--- config.mk ---
export PLATFORM = sky130hd
export DESIGN_NAME = const_issue_gate
export DESIGN_NICKNAME = d
export VERILOG_FILES = /design/src/rtl/const_issue_gate.sv
export SDC_FILE = /design/constraint.sdc
export NUM_CORES = 1
export LEC_CHECK = 0
export BUFFER_PORTS_ARGS = -buffer_cell sky130_fd_sc_hd__buf_2
export CAP_MARGIN = 20
export CORE_MARGIN = 2
export CORE_UTILIZATION = 47
export CTS_BUF_LIST = sky130_fd_sc_hd__clkbuf_4
export DETAILED_ROUTE_END_ITERATION = 8
export GPL_ROUTABILITY_DRIVEN = 0
export PLACE_DENSITY = 0.83
export SYNTH_ARGS = -nofsm -noshare
export SYNTH_HDL_FRONTEND = slang
export SYNTH_SLANG_ARGS = --single-unit
--- constraint.sdc ---
create_clock -name clk -period 2.25 [get_ports clk]
set_input_delay 0.1125 -clock clk [delete_from_list [all_inputs] [get_ports clk]]
set_output_delay 0.1125 -clock clk [all_outputs]
set_load 0.02 [all_outputs]
--- src/rtl/const_issue_gate.sv ---
// const_issue_gate: single-entry issue gate that holds one block descriptor,
// queries the constant scoreboard for read/write collisions, reserves the
// written constants once the query is clean, and then presents the descriptor
// downstream. Stall cycles spent waiting on a collision are counted.
module const_issue_gate #(
  parameter int NUM_CONSTANT_REGS = 32,
  parameter int TAG_W             = 8,
  parameter int CNT_W             = 16
) (
  input  logic                         clk,
  input  logic                         rst_n,
  input  logic                         in_valid,
  output logic                         in_ready,
  input  logic [NUM_CONSTANT_REGS-1:0] in_rd_map,
  input  logic [NUM_CONSTANT_REGS-1:0] in_wr_map,
  input  logic [TAG_W-1:0]             in_tag,
  input  logic                         flush,
  output logic                         sb_rd_valid,
  output logic [NUM_CONSTANT_REGS-1:0] sb_rd_map,
  input  logic                         sb_collision,
  output logic                         sb_rsv_valid,
  output logic [NUM_CONSTANT_REGS-1:0] sb_rsv_map,
  output logic                         out_valid,
  input  logic                         out_ready,
  output logic [NUM_CONSTANT_REGS-1:0] out_rd_map,
  output logic [NUM_CONSTANT_REGS-1:0] out_wr_map,
  output logic [TAG_W-1:0]             out_tag,
  output logic [CNT_W-1:0]             stall_cycles
);

  localparam logic [1:0] ST_EMPTY = 2'd0;
  localparam logic [1:0] ST_WAIT  = 2'd1;
  localparam logic [1:0] ST_ISSUE = 2'd2;

  logic [1:0]                   state_q, state_d;
  logic [NUM_CONSTANT_REGS-1:0] rd_q, rd_d;
  logic [NUM_CONSTANT_REGS-1:0] wr_q, wr_d;
  logic [TAG_W-1:0]             tag_q, tag_d;
  logic [CNT_W-1:0]             stall_q, stall_d;
  logic                         rsv_fire;

  // Next-state: descriptor capture, collision wait, reserve, issue and drop.
  always_comb begin
    state_d  = state_q;
    rd_d     = rd_q;
    wr_d     = wr_q;
    tag_d    = tag_q;
    stall_d  = stall_q;
    rsv_fire = 1'b0;
    case (state_q)
      ST_EMPTY: begin
        if (in_valid) begin
          rd_d    = in_rd_map;
          wr_d    = in_wr_map;
          tag_d   = in_tag;
          state_d = ST_WAIT;
        end
      end
      ST_WAIT: begin
        if (flush) begin
          // Drop before any reservation exists; nothing to undo downstream.
          rd_d    = '0;
          wr_d    = '0;
          tag_d   = '0;
          state_d = ST_EMPTY;
        end else if (!sb_collision) begin
          rsv_fire = 1'b1;
          state_d  = ST_ISSUE;
        end else if (stall_q != {CNT_W{1'b1}}) begin
          stall_d = stall_q + CNT_W'(1);
        end
      end
      ST_ISSUE: begin
        // Flush is ignored here: the constants are already reserved.
        if (out_ready) begin
          if (in_valid) begin
            rd_d    = in_rd_map;
            wr_d    = in_wr_map;
            tag_d   = in_tag;
            state_d = ST_WAIT;
          end else begin
            rd_d    = '0;
            wr_d    = '0;
            tag_d   = '0;
            state_d = ST_EMPTY;
          end
        end
      end
      default: begin
        rd_d    = '0;
        wr_d    = '0;
        tag_d   = '0;
        state_d = ST_EMPTY;
      end
    endcase
  end

  // State, descriptor and stall counter registers; reset clears everything.
  always_ff @(posedge clk or negedge rst_n) begin
    if (!rst_n) begin
      state_q <= ST_EMPTY;
      rd_q    <= '0;
      wr_q    <= '0;
      tag_q   <= '0;
      stall_q <= '0;
    end else begin
      state_q <= state_d;
      rd_q    <= rd_d;
      wr_q    <= wr_d;
      tag_q   <= tag_d;
      stall_q <= stall_d;
    end
  end

  assign in_ready     = (state_q == ST_EMPTY) || ((state_q == ST_ISSUE) && out_ready);
  assign sb_rd_valid  = (state_q == ST_WAIT);
  assign sb_rd_map    = (state_q == ST_WAIT) ? (rd_q | wr_q) : '0;
  assign sb_rsv_valid = rsv_fire;
  assign sb_rsv_map   = rsv_fire ? wr_q : '0;
  assign out_valid    = (state_q == ST_ISSUE);
  assign out_rd_map   = (state_q == ST_EMPTY) ? '0 : rd_q;
  assign out_wr_map   = (state_q == ST_EMPTY) ? '0 : wr_q;
  assign out_tag      = (state_q == ST_EMPTY) ? '0 : tag_q;
  assign stall_cycles = stall_q;

endmodule
==> results.toml, run 1 <==
[run_status]
outcome = "completed"

[worst_setup_path]
cp_top_family = "simple AND/OR/NAND/NOR gates"
worst-path-max-fanout = 24
r2r-end = "stall_cycles[1]"
crit_arrival_ps = 1980
cp-end-kind = "output pin"
r2r-start = "stall_cycles[0]"
cpPeakStageDelay_ps = 510
critPathKind = "flop to output pin"
critical_path_buf_inv_count = 2
slowest_stage = "dfrtp_1"
cp.required_ps = 2140
worstSetupStartpointType = "flop"
reg2reg_depth = 6
cp_cell_sequence = "nand2b_1 > nor3_4 > buf_12 > and2_1 > buf_2"
ff2ff_setup_slack_ps = 260

[final_layout]
n_antenna_cell = 0
syn_to_final_growth_pct = 48.3
num-nets-final = 836
layout_commonest_cell = "buf_2"
drive_gt1_share_pct = 35.8
final_cell_mix = "232 x buf_2, 90 x dfrtp_1, 73 x nor2b_1, 73 x dlygate4sd3_1, 65 x nor2_1"

[die]
die_x_um = 102
die_area_um2 = 10500
rows = 35
core_um2 = 9330
die_h_um = 102
ios = 234
start_util_pct = 48.7

[timing]
fin_skew_ps = 21.7
fin_worst_hold_slack_ps = 73.9
finalHoldViolCount = 0
fin_tns_setup_ps = 0
rsz0062_at_grt = "false"
slew_viol_final = 0
layout_min_cycle_time_ps = 2090
min_period_over_period_pct = 92.9
tightest_slew_ps = 654
finalSetupViolations = 0
slew_headroom_pct = 56.4
fmax_mhz = 479

[yosys]
synthArstFlopShare_pct = 100
syn_inst = 463
yosysSeqAreaShare_pct = 49.6
yosysUniqueCellTypes = 36
ys_seq_elements = 90
synth-main-ff-cell = "dfrtp_1"
syn_nets = 542
synthDominantCellAreaShare_pct = 49.6
synth_area_leaders = "dfrtp_1 50%, a22o_1 11%, nor2b_1 10%"
syn_avg_cell_area_um2 = 9.81
syn_area_um2 = 4540
synth_warnings = 0
yosysTopAreaCell = "dfrtp_1"
synth-edff-count = 0

[routing]
drc = 0
ant_nets = 0
route.detailed.wl_per_inst_um = 17.3
wirelength_um = 15400
drt_iter0_markers = 213
drt-pass1-iter-count = 4
vias_per_cell = 5.30
vias = 4710

[worst_hold_path]
min_from = "out_ready"
whs_path_depth = 3
hold_path.class = "input pin to flop"
min_to = "state_q[1]"

[place]
hpwl_um = 9380
io_buffers = 233

[run]
drv_cap = 0

[global_routing]
grt_pass1_wl_um = 23000
grt_overflow_total = 0
grt_max_degree = 51
antenna_found_initial = 0
grt_pass1_vias = 4519
track_usage_pct = 28.5

[power]
ir_drop_v = 0.000413
p_leak_nw = 3.63
power_density_nw_per_um2 = 728

[clocking]
cts_tree = "yes"
root_buffer = "clkbuf_4"
clk_pin_slew_worst_paths_ps = 120
clock_latency_ps = 410
clockBufferDepth = 2
cts_inserted_buffers = 9
cts_resized = 0
htreeDepth = 3
cts_sinks = 90
## cell type report
| cell class | count | area, µm² |
|---|---|---|
| fillers | 678 | 2590 |
| well taps | 129 | 161 |
| multi-input cells | 335 | 2120 |
| repair buffers | 317 | 2060 |
| clock inverters | 3 | 42.5 |
| inverters | 4 | 15.0 |
| flip-flops and latches | 90 | 2250 |
| clock buffers | 11 | 82.6 |
## registers in the layout (all words and copies together) (netlist names)
signal,flops
state_q,2
rd_q,32
wr_q,32
stall_cycles,16
tag_q,8
## metal layers
layer	wire length [µm]	global-route usage [%]	part of all wire [%]
met4	473	13.5	3.1
met2	7810	49.5	51
met1	5830	33.5	38
met3	1260	6.63	8.2
met5	0	0	0
## worst max path at each step
| stage | startpoint | endpoint | slack (ps) | depth (start not counted) |
|---|---|---|---|---|
| floorplan | stall_cycles[0] | stall_cycles[1] | 430 | 6 |
| global placement | stall_cycles[0] | stall_cycles[1] | 410 | 6 |
| detailed placement | stall_cycles[0] | stall_cycles[1] | 300 | 6 |
| CTS | state_q[1] | sb_rsv_map[11] | 20 | 5 |
| global route | state_q[0] | sb_rsv_map[15] | 10 | 5 |
| finish | state_q[1] | sb_rsv_map[15] | 160 | 5 |
## synthesized netlist by cell type, types with 4 or more instances
| library cell | n |
|---|---|
| clkbuf_1 | 18 |
| dfrtp_1 | 90 |
| o21ai_0 | 11 |
| buf_2 | 10 |
| nand3_1 | 5 |
| a22o_1 | 57 |
| nand4_1 | 6 |
| o21ai_1 | 4 |
| nand2_1 | 35 |
| inv_1 | 4 |
| xnor2_1 | 4 |
| and2_1 | 33 |
| xor2_1 | 11 |
| nor2b_1 | 73 |
| nor3_1 | 5 |
| nor2_1 | 66 |
## worst min-delay path: cells and delay by family
kind / cells / cell delay [ps]
buf+inv: 1 / 90
simple gates: 2 / 240
## power by group
group	total [mW]	switching (mW)	internal, mW
clock network	0.852	0.500	0.352
logic	1.87	1.11	0.767
registers	2.18	0.297	1.88
## through the flow
stage | power [mW] | util (%) | worst slack, ps | cells | area (µm²)
floorplan | 3.24 | - | 430 | 463 | 4540
global placement | 3.86 | 63.0 | 412 | 801 | 5870
detailed placement | 3.92 | 63.0 | 297 | 801 | 5870
CTS | 4.87 | 72.1 | 24.5 | 888 | 6730
global route | 5.17 | 72.2 | 14.3 | 889 | 6740
finish | 4.90 | 72.2 | 160 | 889 | 6740
## what timing repair did
action / in CTS / in global routing
setup buffers: 0 / 1
hold buffers: 73 / 0
endpoints found under the hold margin: 121 / 0
setup endpoints to repair: 0 / 22
## cell families (layout without fill, tap and decap cells)
kind of cell	after synthesis	count (layout)	share of synthesized area, %
and+or+nand+nor	242	242	29.5
DFF	90	90	49.6
AOI/OAI and AO/OA	75	75	13.1
buffers and inverters	38	335	4.16
xor gates and xnor gates	15	15	2.89
muxes	2	2	0.578
adders and majority gates	1	1	0.275
(Power assumes the default switching activity.)
==> run 2: changes to the inputs <==
==> config.mk (replaced) <==
export PLATFORM = sky130hd
export DESIGN_NAME = const_issue_gate
export DESIGN_NICKNAME = d
export VERILOG_FILES = /design/src/rtl/const_issue_gate.sv
export SDC_FILE = /design/constraint.sdc
export NUM_CORES = 1
export LEC_CHECK = 0
export CAP_MARGIN = 0
export CORE_AREA = 2 2 92 94
export CTS_BUF_LIST = sky130_fd_sc_hd__clkbuf_4
export DETAILED_ROUTE_END_ITERATION = 8
export DIE_AREA = 0 0 94 96
export DONT_BUFFER_PORTS = 1
export GPL_ROUTABILITY_DRIVEN = 0
export PLACE_DENSITY = 0.72
export SYNTH_ARGS = -nofsm -noshare
export SYNTH_HDL_FRONTEND = slang
export SYNTH_SLANG_ARGS = --single-unit
==> constraint.sdc (replaced) <==
create_clock -name clk -period 2.2 [get_ports clk]
set_input_delay 0.11 -clock clk [delete_from_list [all_inputs] [get_ports clk]]
set_output_delay 0.11 -clock clk [all_outputs]
set_load 0.02 [all_outputs]
==> run 2 against run 1 <==
Compared with the run above:
- hold slack worse by 49 ps
- count of clock-buffer cells in the layout down 2
- critical path depth down 1
- sequential power about the same
- critical path type unchanged
==> results.toml, run 2 (synthesis gave the netlist of run 1 again) <==
[clocking]
cts_inserted_buffers = 9
clk_pin_slew_worst_paths_ps = 130
cts_tree = "yes"
clockBufferDepth = 2
cts_sinks = 90
clock_latency_ps = 440
root_buffer = "clkbuf_4"
htreeDepth = 3

[worst_setup_path]
crit_arrival_ps = 1900
slowest_stage = "dfrtp_2"
worst-path-max-fanout = 16
worstSetupStartpointType = "flop"
cpPeakStageDelay_ps = 520
cp.required_ps = 2090
critPathKind = "flop to output pin"
cp_cell_sequence = "nand2b_1 > nor3_4 > buf_4 > and2_1"
cp-end-kind = "output pin"

[worst_hold_path]
hold_path.class = "input pin to flop"

[run]
drv_cap = 0

[final_layout]
seq_area_um2 = 2250
syn_to_final_growth_pct = 28.0
layout_commonest_cell = "dfrtp_1"
num-nets-final = 647
fill_cells = 598
multi_input_area_um2 = 2130
stdcell_area_um2 = 5820
drive_gt1_share_pct = 14.5
n_antenna_cell = 0
final_cell_mix = "88 x dfrtp_1, 74 x dlygate4sd3_1, 73 x nor2b_1"

[timing]
fin_tns_setup_ps = 0
fin_skew_ps = 20.5
finalSetupViolations = 0
fmax_mhz = 497
min_period_over_period_pct = 91.5
fin_ws_ps = 188
finalHoldViolCount = 0
layout_min_cycle_time_ps = 2010
slew_headroom_pct = 51.2
slew_viol_final = 0
rsz0062_at_grt = "false"
tightest_slew_ps = 732

[global_routing]
grt_pass1_wl_um = 19800
track_usage_pct = 28.8
grt_pass1_vias = 3772
grt_overflow_total = 0
grt_max_degree = 91
antenna_found_initial = 0

[routing]
vias = 3876
wirelength_um = 13000
drc = 0
vias_per_cell = 5.72
route.detailed.wl_per_inst_um = 19.2
drt-pass1-iter-count = 5
ant_nets = 0
drt_iter0_markers = 183

[power]
p_leak_nw = 2.70
power_density_nw_per_um2 = 810
ir_drop_v = 0.000436

[run_status]
outcome = "completed"

[die]
rows = 33
die_x_um = 94
ios = 234
die_h_um = 96
core_um2 = 8050
die_area_um2 = 9020
start_util_pct = 56.4

[place]
io_buffers = 0
dpl_worst_slack_ps = 211
hpwl_um = 7960
postPlaceCellArea_um2 = 4920
==> run 2: cell types whose count changed in the layout (fill, tap and decap cells not counted), moves of 2 or more <==
cell	previous run	this run
buf_12	6	1
buf_2	232	0
buf_4	6	51
clkbuf_4	11	9
clkinv_1	0	3
clkinv_4	0	2
dfrtp_1	90	88
dfrtp_2	0	2
==> run 2: report_power, final <==
group | internal [mW] | leakage [nW] | switching [mW]
Clock | 0.229 | 0.0590 | 0.550
Combinational | 0.670 | 1.48 | 1.07
Sequential | 1.92 | 1.17 | 0.271
==> run 2: repair_timing <==
action | CTS | global route
buffers inserted | 1 | 0
setup endpoints to repair | 38 | 42
pin swaps | 1 | 0
hold buffers | 75 | 0
endpoints found under the hold margin | 163 | 0
resized for setup | 0 | 3
gates cloned | 1 | 0
==> run 2: layout make-up <==
| cell class | count | share of cell area [%] |
|---|---|---|
| sequential | 90 | 38.8 |
| multi-input combinational | 336 | 36.7 |
| timing repair buffer | 127 | 20.1 |
| tap | 105 | 2.26 |
| clock buffer | 9 | 1.16 |
| clock inverter | 7 | 0.774 |
| inverter | 4 | 0.258 |
==> run 2: metrics by stage <==
step,cells,hold WS [ps],util [%],power (mW)
6_report,678,25.0,72.2,4.71
5_1_grt,678,26.1,72.2,5.00
4_1_cts,678,5.76,72.2,4.71
3_5_place_dp,585,-182,61.1,3.76
3_3_place_gp,585,-182,61.1,3.72
2_1_floorplan,463,-186,-,3.32
==> run 2: worst paths after layout <==
path	from	to	slack, ps	cells after the start
worst max-delay path	state_q[1]	sb_rsv_map[18]	190	4
worst min-delay path	sb_collision	stall_cycles[8]	30	4
worst max register to register	stall_cycles[1]	stall_cycles[1]	280	6
worst min register to register	tag_q[2]	tag_q[2]	530	1
max in group asynchronous	rst_n	state_q[1]	1550	2
min in group asynchronous	rst_n	wr_q[9]	290	2
==> run 2: worst max-delay path, delay by kind of cell (launching register included) <==
family	cells	cell delay (ps)
AND/OR/NAND/NOR	3	680
buffers and inverters	1	270
flip-flops	1	520
==> run 2: metal layers <==
layer,part of all wire [%],global-route usage (%),vias up,routed length (µm)
li1,-,-,1761,-
met1,40,36.4,1903,5160
met2,50,48.5,186,6550
met3,7.7,7.20,26,1000
met4,2.3,10.3,0,304
met5,0,0,-,0
